==> config.mk <==
export PLATFORM = sky130hd
export DESIGN_NAME = multicycle_control_unit
export DESIGN_NICKNAME = d
export VERILOG_FILES = /design/src/rtl/mcu_pkg.sv /design/src/rtl/multicycle_control_unit.sv
export SDC_FILE = /design/constraint.sdc
export NUM_CORES = 1
export LEC_CHECK = 0
export CORE_AREA = 3 3 40 42
export CTS_CLUSTER_SIZE = 24
export DETAILED_ROUTE_END_ITERATION = 12
export DIE_AREA = 0 0 43 45
export GPL_TIMING_DRIVEN = 0
export PLACE_DENSITY = 0.69
export SLEW_MARGIN = 0
export SYNTH_ARGS = -nofsm -noshare
export SYNTH_HDL_FRONTEND = slang
export SYNTH_SLANG_ARGS = --single-unit
==> constraint.sdc <==
create_clock -name clk -period 1.2 [get_ports clk]
set_clock_uncertainty 0.05 [all_clocks]
set_input_delay 0.18 -clock clk [delete_from_list [all_inputs] [get_ports clk]]
set_output_delay 0.18 -clock clk [all_outputs]
set_load 0.01 [all_outputs]
==> src/rtl/mcu_pkg.sv <==
// Shared types and the opcode decoder for multicycle_control_unit.
package mcu_pkg;

  typedef enum logic [2:0] {
    StIdle      = 3'd0,
    StFetch     = 3'd1,
    StDecode    = 3'd2,
    StExecute   = 3'd3,
    StWriteback = 3'd4,
    StHalt      = 3'd5
  } state_t;

  localparam logic [7:0] OP_ADD  = 8'd0;
  localparam logic [7:0] OP_SUB  = 8'd1;
  localparam logic [7:0] OP_AND  = 8'd2;
  localparam logic [7:0] OP_OR   = 8'd3;
  localparam logic [7:0] OP_ADDI = 8'd4;
  localparam logic [7:0] OP_SUBI = 8'd5;
  localparam logic [7:0] OP_ANDI = 8'd6;
  localparam logic [7:0] OP_BR   = 8'd7;

  localparam logic [1:0] ALU_BR = 2'b11;

  typedef struct packed {
    logic       alusrc;
    logic [7:0] aluctrl;
    logic       is_branch;
    logic       illegal;
  } ctrl_t;

  // Opcode arrives zero-extended; illegal opcodes decode to all-zero controls.
  function automatic ctrl_t decode_op(input logic [31:0] op);
    ctrl_t c;
    c = '0;
    if (op > 32'(OP_BR)) begin
      c.illegal = 1'b1;
    end else if (op == 32'(OP_BR)) begin
      c.is_branch = 1'b1;
      c.alusrc    = 1'b1;
      c.aluctrl   = {6'b0, ALU_BR};
    end else begin
      c.alusrc  = (op >= 32'(OP_ADDI));
      c.aluctrl = op[7:0];
    end
    return c;
  endfunction

endpackage

==> src/rtl/multicycle_control_unit.sv <==
// FETCH/DECODE/EXECUTE/WRITEBACK sequencer with registered decode and illegal-opcode halt.
// Optional MCU_PERF_CNT_EN adds cycle and retired-instruction counters.
module multicycle_control_unit
  import mcu_pkg::*;
#(
  parameter int unsigned OPCODE_W  = 4,
  parameter int unsigned ALUCTRL_W = 2
`ifdef MCU_PERF_CNT_EN
  ,
  parameter int unsigned CNT_W     = 32
`endif
) (
  input  logic                 clk,
  input  logic                 rst,
  input  logic                 en,
  input  logic [OPCODE_W-1:0]  opcode,
  input  logic                 zero,
  input  logic                 imem_ack,
  output logic                 imem_req,
  output logic                 IRWrite,
  output logic                 PCWrite,
  output logic                 PCSrc,
  output logic                 RegWrite,
  output logic                 ALUSrc,
  output logic [ALUCTRL_W-1:0] ALUControl,
  output logic                 Branch,
  output logic                 halted
`ifdef MCU_PERF_CNT_EN
  ,
  output logic [CNT_W-1:0]     cyc_cnt,
  output logic [CNT_W-1:0]     retired_cnt
`endif
);

  state_t               state_q, state_d;
  logic                 alusrc_q, alusrc_d;
  logic                 is_branch_q, is_branch_d;
  logic [ALUCTRL_W-1:0] aluctrl_q, aluctrl_d;
  ctrl_t                dec;

  always_comb dec = decode_op(32'(opcode));

  always_ff @(posedge clk or posedge rst) begin
    if (rst) begin
      state_q     <= StIdle;
      alusrc_q    <= 1'b0;
      is_branch_q <= 1'b0;
      aluctrl_q   <= '0;
    end else begin
      state_q     <= state_d;
      alusrc_q    <= alusrc_d;
      is_branch_q <= is_branch_d;
      aluctrl_q   <= aluctrl_d;
    end
  end

  always_comb begin
    state_d     = state_q;
    alusrc_d    = alusrc_q;
    is_branch_d = is_branch_q;
    aluctrl_d   = aluctrl_q;
    imem_req    = 1'b0;
    IRWrite     = 1'b0;
    PCWrite     = 1'b0;
    PCSrc       = 1'b0;
    RegWrite    = 1'b0;
    Branch      = 1'b0;
    // A frozen pipeline holds state and suppresses every strobe.
    if (en) begin
      case (state_q)
        StIdle: state_d = StFetch;
        StFetch: begin
          imem_req = 1'b1;
          if (imem_ack) begin
            IRWrite = 1'b1;
            PCWrite = 1'b1;
            state_d = StDecode;
          end
        end
        StDecode: begin
          alusrc_d    = dec.alusrc;
          is_branch_d = dec.is_branch;
          aluctrl_d   = ALUCTRL_W'(dec.aluctrl);
          state_d     = dec.illegal ? StHalt : StExecute;
        end
        StExecute: begin
          if (is_branch_q) begin
            Branch  = 1'b1;
            PCWrite = zero;
            PCSrc   = zero;
            state_d = StFetch;
          end else begin
            state_d = StWriteback;
          end
        end
        StWriteback: begin
          RegWrite = 1'b1;
          state_d  = StFetch;
        end
        StHalt: state_d = StHalt;
        default: state_d = StIdle;
      endcase
    end
    ALUSrc     = alusrc_q;
    ALUControl = aluctrl_q;
    halted     = (state_q == StHalt);
  end

`ifdef MCU_PERF_CNT_EN
  always_ff @(posedge clk or posedge rst) begin
    if (rst) begin
      cyc_cnt     <= '0;
      retired_cnt <= '0;
    end else if (en) begin
      if (state_q != StIdle && state_q != StHalt) begin
        cyc_cnt <= cyc_cnt + CNT_W'(1);
      end
      if (state_q == StWriteback || (state_q == StExecute && is_branch_q)) begin
        retired_cnt <= retired_cnt + CNT_W'(1);
      end
    end
  end
`endif

endmodule

== After elaboration in Yosys (flattened, before gate mapping) ==
Cells that the tools add are included.

* Register bits after elaboration: 7
* Bits of input ports: 9
* Output and inout bits: 10
* Word-level logic and storage cells: 40

* Magnitude comparators: 2
* Equal/unequal tests: 7
* Mux-type cells: 23
* Reductions and logical operators: 4

{| class="wikitable"
|+ Operator list
! operator !! count
|-
| $mux 1 || 16
|-
| $pmux 3 s5 || 1
|-
| $mux 10 || 1
|-
| $mux 3 || 3
|-
| $mux 9 || 1
|-
| $eq 3x2->1 const B || 2
|-
| $eq 3x3->1 const B || 2
|-
| $eq 4x3->1 const B || 1
|-
| $ge 4x3->1 const B || 1
|-
| $gt 4x3->1 const B || 1
|-
| $reduce_and 2->1 || 2
|-
| $eq 3x1->1 const B || 1
|-
| $logic_not 3->1 || 1
|-
| $ne 2x2->1 const B || 1
|-
| $pmux 1 s2 || 1
|-
| $reduce_or 2->1 || 1
|}

== Logic depth before layout (Yosys ltp) ==
Gate-level depths: netlist of run 1.

* Word-level depth: 4
* Gate-level depth with buffers: 3
* Gate-level depth less buffers: 3

== Worst setup path before layout of run 1 ==
OpenSTA, ideal clock, no wires.

* Path kind: register -> output
* Start point: reg state_q[2]
* End point: out PCSrc
* Arrival: 1.097 ns
* Data required time: 0.970 ns
* Slack: -0.127 ns
* Stages on the path, launching flop included: 4
* Path buffers: 0
* Cell sequence: dfrtp_1 nand3b_1 nor2_1 and2_1

* Cells in the longest elaborated chain, start to end: 3

{| class="wikitable"
|+ RTL lines
! element !! line !! RTL
|-
| from (decl) || multicycle_control_unit.sv:35 || <nowiki>state_t state_q, state_d;</nowiki>
|-
| from (signal assigned) || multicycle_control_unit.sv:45 || <nowiki>state_q <= StIdle;</nowiki>
|-
| from (signal assigned) || multicycle_control_unit.sv:50 || <nowiki>state_q <= state_d;</nowiki>
|-
| $eq 3x2->1 || multicycle_control_unit.sv:70 || <nowiki>case (state_q)</nowiki>
|-
| $mux 1 || multicycle_control_unit.sv:70 ||
|-
| $mux 1 || multicycle_control_unit.sv:69 || <nowiki>if (en) begin</nowiki>
|-
| to (decl) || multicycle_control_unit.sv:22 || <nowiki>output logic PCSrc,</nowiki>
|}

No other way between the ends.

== Final worst setup path of run 1 ==
* Start point: reg state_q[2]
* End point: out imem_req

* Cells in the longest elaborated chain, start to end: 3

{| class="wikitable"
|+ RTL lines
! element !! line !! RTL
|-
| $eq 3x1->1 || multicycle_control_unit.sv:70 ||
|-
| $mux 1 || multicycle_control_unit.sv:70 ||
|-
| $mux 1 || multicycle_control_unit.sv:69 ||
|-
| to (decl) || multicycle_control_unit.sv:19 || <nowiki>output logic imem_req,</nowiki>
|}

No other way between the ends.

==> impl_metrics.yaml, run 1 <==
timing:
  fmax_ghz: 0.670
  slew_headroom_pct: 78.2
  tightest_slew_ns: 0.326
  min_period_over_period_pct: 124
  finalSetupViolCount: 14
  rsz0062_at_grt: "true"
  finalHoldViolCount: 0
  setup_slack_ns: -0.292
  slew_viol_final: 0
  fin_crit_ns: 1.49
critical_path:
  critPathSlowestCell: "dfrtp_2"
  worstSetupPathType: "reg -> out"
  cp_cell_sequence: "nand3b_1 -> buf_6 -> nor2_1 -> buf_2"
  rrSetupSlack_ns: -0.28
  r2r_start: "state_q[2]$_DFFE_PP0P_"
  reg2regPathDepth: 4
  crit_end: "imem_req"
  critPathMaxStageDelay_ns: 0.40
  cp.arrival_ns: 1.26
  crit_fanout: 3
  rr_endpoint: "ALUSrc$_DFFE_PP0P_"
  cp-end-kind: "output port"
  start_kind: "flop"
  crit_required_ns: 0.97
  setup.worst_path.start: "state_q[2]$_DFFE_PP0P_"
synthesis:
  syn_area_um2: 412
  ys_top_cells_by_count: "dfrtp_1 (7), nor2_1 (5), mux2_2 (4), nor2b_1 (4), nand2_1 (3)"
  synth-edff-count: 0
  netlist.area_leader.share_pct: 42.6
  synth_top_flop_cell: "dfrtp_1"
  yosysMostFrequentCell: "dfrtp_1"
  synth_fp_nets: 52
  syn_area_per_cell_um2: 9.57
  synthDistinctLibCells: 22
  ys_seq_area_share_pct: 42.6
  synthCells: 43
  yosys.area.top_type: "dfrtp_1"
  synthArstFlopShare_pct: 100
  ys_warn_count: 0
  ys_ff_latch: 7
  synth_area_leaders: "dfrtp_1 (43%), mux2_2 (11%), nor2b_1 (6.1%), nor2_1 (4.6%), nor3_4 (4.0%)"
place:
  dp_cells: 76
  dp_slack_ns: -0.831
  placed_area_um2: 631
  io_buffers: 18
  place_congestion: 0.782
detailed_routing:
  viasPerCell: 5.37
  routedWlPerCell_um: 13.6
  wirelength_um: 1270
  drc: 0
  first_iter_violations: 23
  antenna_left: 0
  dr.pass1.iters: 5
  num_vias: 499
cells_and_area:
  nets: 88
  stdcell_count: 93
  fillers: 118
  area_growth_pct: 90.0
  n_antenna_cell: 0
  stdcell_area_um2: 782
  layout-drive-gt1-share_pct: 48.7
  fin_util_pct: 60.9
clock_tree:
  cts_num_sinks: 7
  h-tree-depth: 1
  clk_pin_slew_ns: 0.06
  numCtsBuffers: 3
  cts_root_buf: "clkbuf_4"
  clkLatencyLatePin_ns: 0.26
  clock_path_buffers: 2
  cts-hold-fix-buffers: 0
  cts_tree: "done"
power_and_ir_drop:
  intPower_uw: 1040
  p_seq_share_pct: 26.4
  clock_power_share_pct: 13.7
  combPwrFrac_pct: 59.9
  peakVddDrop_uv: 1190
  powerDensity_nw_per_um2: 2050
  leakage_uw: 0.000377
  p_sw_uw: 561
  netSwitchingFraction_pct: 35.1
  total_power_uw: 1600
run_status:
  outcome: "complete, but fails checks"
  violations: "setup timing"
die:
  start_util_pct: 32.0
  ioPinCount: 19
  rows: 13
  die_area_um2: 1940
  core_um2: 1280
  die_h_um: 45
  dieWidth_um: 43
grt:
  grt_first_pass_wirelength_um: 1810
  track_usage_pct: 13.0
  grt_antenna_before_repair: 0
  grt_max_degree: 9
  grt-ovfl-total: 0
  grt_pass1_vias: 442
hold_path:
  hold_path_class: "in -> async"
run:
  max-cap-violations: 0
flip-flops by register name (all words and copies together), names as in the netlist:
signal / count
is_branch_q: 1
ALUSrc: 1
ALUControl: 2
state_q: 3
kinds of logic (layout without fill, tap and decap cells):
logic type / after synthesis / after routing / share of synthesized area (%)
and+or+nand+nor: 21 / 21 / 30.1
AOI/OAI and AO/OA: 8 / 8 / 13.7
muxes: 4 / 4 / 10.9
DFF: 7 / 7 / 42.6
buffers and inverters: 3 / 38 / 2.74
stage by stage:
step	TNS, ns	hold slack [ns]
floorplan	-0.115	-0.0667
global placement	-6.77	0.374
detailed placement	-6.92	0.392
CTS	-2.54	0.116
global route	-3.60	0.130
finish	-3.02	0.107
worst max-delay path, delay by kind of cell (launching register included):
kind	cells	cell delay, ns
AND/OR/NAND/NOR	2	0.30
buffers and inverters	2	0.30
flip-flops	1	0.40
cells in the final DEF (no fill, tap or decap), types with 3 or more instances in the layout:
cell type        count
dfrtp_1              4
nor2_1               3
buf_2                4
nor2b_1              4
dlygate4sd2_1        4
mux2_4               4
clkbuf_4             3
buf_4                7
clkdlybuf4s50_1      7
buf_6                9
dfrtp_2              3
routing by layer:
layer	global-route usage, %	up-vias	wire (um)
met5	0	-	0
met4	3.61	0	32
met3	7.17	6	92
met2	21.3	26	623
met1	14.7	244	519
li1	-	223	-
what timing repair did:
action / CTS / global route
resized for setup: 38 / 11
hold endpoints to repair: 0 / 0
pin swaps: 7 / 4
setup buffers: 7 / 6
endpoints found under the setup margin: 15 / 14
how the worst min path moves through the flow:
stage / start / to / slack (ns) / cells past startpoint
final: rst / ALUControl[0]$_DFFE_PP0P_ / 0.11 / 2
after global routing: rst / ALUControl[0]$_DFFE_PP0P_ / 0.13 / 2
after CTS: rst / ALUControl[0]$_DFFE_PP0P_ / 0.12 / 2
after detailed placement: rst / ALUControl[0]$_DFFE_PP0P_ / 0.39 / 2
after global placement: rst / ALUControl[0]$_DFFE_PP0P_ / 0.37 / 2
after floorplan: rst / ALUControl[0]$_DFFE_PP0P_ / -0.07 / 1
power by group through the flow:
stage | sequential [uW] | combinational [uW] | clock [uW]
after floorplan | 464 | 310 | 0
after global routing | 432 | 1020 | 245
final | 422 | 958 | 219
after CTS | 418 | 745 | 225
after global placement | 468 | 555 | 0
after detailed placement | 470 | 558 | 0
final cells by class:
class | count | area, um^2 | share of cell area, %
Timing Repair Buffer | 31 | 279 | 35.7
Multi-Input combinational cell | 33 | 268 | 34.2
Sequential cell | 7 | 179 | 22.9
Clock buffer | 4 | 26.3 | 3.36
Tap cell | 15 | 18.8 | 2.40
Inverter | 3 | 11.3 | 1.44
Note: power is estimated with default switching activity, not from simulation.
==> run 2: changes to the inputs <==
--- a/config.mk
+++ b/config.mk
@@ -5,12 +5,14 @@
 export SDC_FILE = /design/constraint.sdc
 export NUM_CORES = 1
 export LEC_CHECK = 0
+export ABC_CLOCK_PERIOD_IN_PS = 1200
 export CORE_AREA = 3 3 40 42
 export CTS_CLUSTER_SIZE = 24
 export DETAILED_ROUTE_END_ITERATION = 12
 export DIE_AREA = 0 0 43 45
 export GPL_TIMING_DRIVEN = 0
 export PLACE_DENSITY = 0.69
+export REMOVE_ABC_BUFFERS = 1
 export SLEW_MARGIN = 0
 export SYNTH_ARGS = -nofsm -noshare
 export SYNTH_HDL_FRONTEND = slang
==> impl_metrics.yaml, run 2 (synthesized netlist as in run 1, its figures left out) <==
detailed_routing:
  first_iter_violations: 3
  wirelength_um: 1160
  routedWlPerCell_um: 12.6
  drc: 0
  antenna_left: 0
  num_vias: 443
  dr.pass1.iters: 3
  viasPerCell: 4.82
die:
  core_um2: 1280
  ioPinCount: 19
  dieWidth_um: 43
  die_h_um: 45
  start_util_pct: 32.0
  rows: 13
  die_area_um2: 1940
clock_tree:
  cts_tree: "done"
  cts_num_sinks: 7
  clock_path_buffers: 2
  cts-hold-fix-buffers: 0
  cts_root_buf: "clkbuf_4"
  clkLatencyLatePin_ns: 0.25
  h-tree-depth: 1
  clk_pin_slew_ns: 0.05
  numCtsBuffers: 3
timing:
  slew_headroom_pct: 78.3
  setup_slack_ns: -0.296
  finalHoldViolCount: 0
  min_period_over_period_pct: 125
  rsz0062_at_grt: "true"
  tightest_slew_ns: 0.325
  fmax_ghz: 0.669
  finalSetupViolCount: 13
  slew_viol_final: 0
  fin_crit_ns: 1.50
power_and_ir_drop:
  p_seq_share_pct: 25.2
  powerDensity_nw_per_um2: 2080
  clock_power_share_pct: 12.6
  netSwitchingFraction_pct: 34.6
  intPower_uw: 1080
  leakage_uw: 0.000378
  combPwrFrac_pct: 62.2
  peakVddDrop_uv: 1210
  p_sw_uw: 571
critical_path:
  path_delay_family: "flip-flops"
  setup.worst_path.start: "state_q[2]$_DFFE_PP0P_"
  worstSetupPathType: "reg -> out"
  critPathMaxStageDelay_ns: 0.41
  start_kind: "flop"
  cp-end-kind: "output port"
  cp.arrival_ns: 1.27
  cp_cell_sequence: "nand3b_1 -> buf_6 -> a21oi_2 -> buf_2"
  crit_required_ns: 0.97
  crit_fanout: 3
  r2r_start: "state_q[0]$_DFFE_PP0P_"
  critPathBufInv: 2
  critPathSlowestCell: "dfrtp_2"
cells_and_area:
  stdcell_count: 92
  largest_reg_flops: 3
  nets: 87
  area_growth_pct: 93.0
  fin_util_pct: 61.8
  n_antenna_cell: 0
  layout-drive-gt1-share_pct: 49.4
  most-common-layout-cells: "buf_6 (10), clkdlybuf4s50_1 (7), buf_4 (5)"
  final_common_cell: "buf_6"
  regMostFlops: "state_q"
grt:
  grt_antenna_before_repair: 0
  grt_pass1_vias: 451
  track_usage_pct: 13.2
  grt-ovfl-total: 0
  grt_first_pass_wirelength_um: 1880
  grt_max_degree: 9
hold_path:
  hold_path_class: "in -> async"
place:
  place_congestion: 0.734
  dp_cells: 76
  io_buffers: 18
  place_hpwl_um: 679
  dp_slack_ns: -0.822
run_status:
  violations: "setup timing"
  outcome: "complete, but fails checks"
run:
  max-cap-violations: 0
[run 2: worst reg2reg max path: cells and delay by family (launching register included)]
family | cells | cell delay (ns)
flip-flops | 1 | 0.42
AND/OR/NAND/NOR | 1 | 0.31
multiplexers | 1 | 0.33
buffers and inverters | 2 | 0.25
[run 2: final cells by class]
cell class                 count  area (um^2)
clock buffer                   4         26.3
inverter                       3         13.8
timing repair buffer          30          275
tap                           15         18.8
sequential                     7          179
multi-input combinational     33          282
fill                         116          490
[run 2: power by group through the flow]
stage	Combinational, uW	Clock (uW)	Sequential [uW]
3_5_place_dp	534	0	459
6_report	1030	208	416
3_3_place_gp	531	0	459
5_1_grt	1100	241	425
2_1_floorplan	282	0	458
4_1_cts	838	219	405
[run 2: worst paths after layout]
kind,endpoint,slack (ns),cells past startpoint
worst max-delay path,PCWrite,-0.30,4
worst min-delay path,is_branch_q$_DFFE_PP0P_,0.11,2
worst max register to register,ALUControl[1]$_DFFE_PP0P_,-0.28,4
worst min register to register,ALUSrc$_DFFE_PP0P_,0.46,1
max in group asynchronous,state_q[2]$_DFFE_PP0P_,0.77,2
min in group clk,state_q[1]$_DFFE_PP0P_,0.41,2
[run 2: stage by stage]
stage | TNS [ns] | area (um^2) | power [uW] | hold WS (ns)
6_report | -3.03 | 795 | 1650 | 0.105
5_1_grt | -3.67 | 795 | 1760 | 0.122
4_1_cts | -2.88 | 721 | 1460 | 0.110
3_5_place_dp | -6.90 | 611 | 993 | 0.381
3_3_place_gp | -6.86 | 611 | 990 | 0.379
2_1_floorplan | -0.272 | 412 | 739 | -0.0666
[run 2: layer usage]
metal  share of wire, %  global-route usage, %  vias to the layer above  wire, um
met1                 43                   15.8                      201       504
met5                  0                      0                        -         0
li1                   -                      -                      221         -
met4                1.2                   12.0                        0        14
met2                 48                   19.2                       19       555
met3                7.4                   3.59                        2        86
[run 2: what timing repair did]
item	4_1_cts	5_1_grt
resized for setup	47	14
buffers inserted	9	4
pin swaps	5	4
endpoints found under the setup margin	15	14
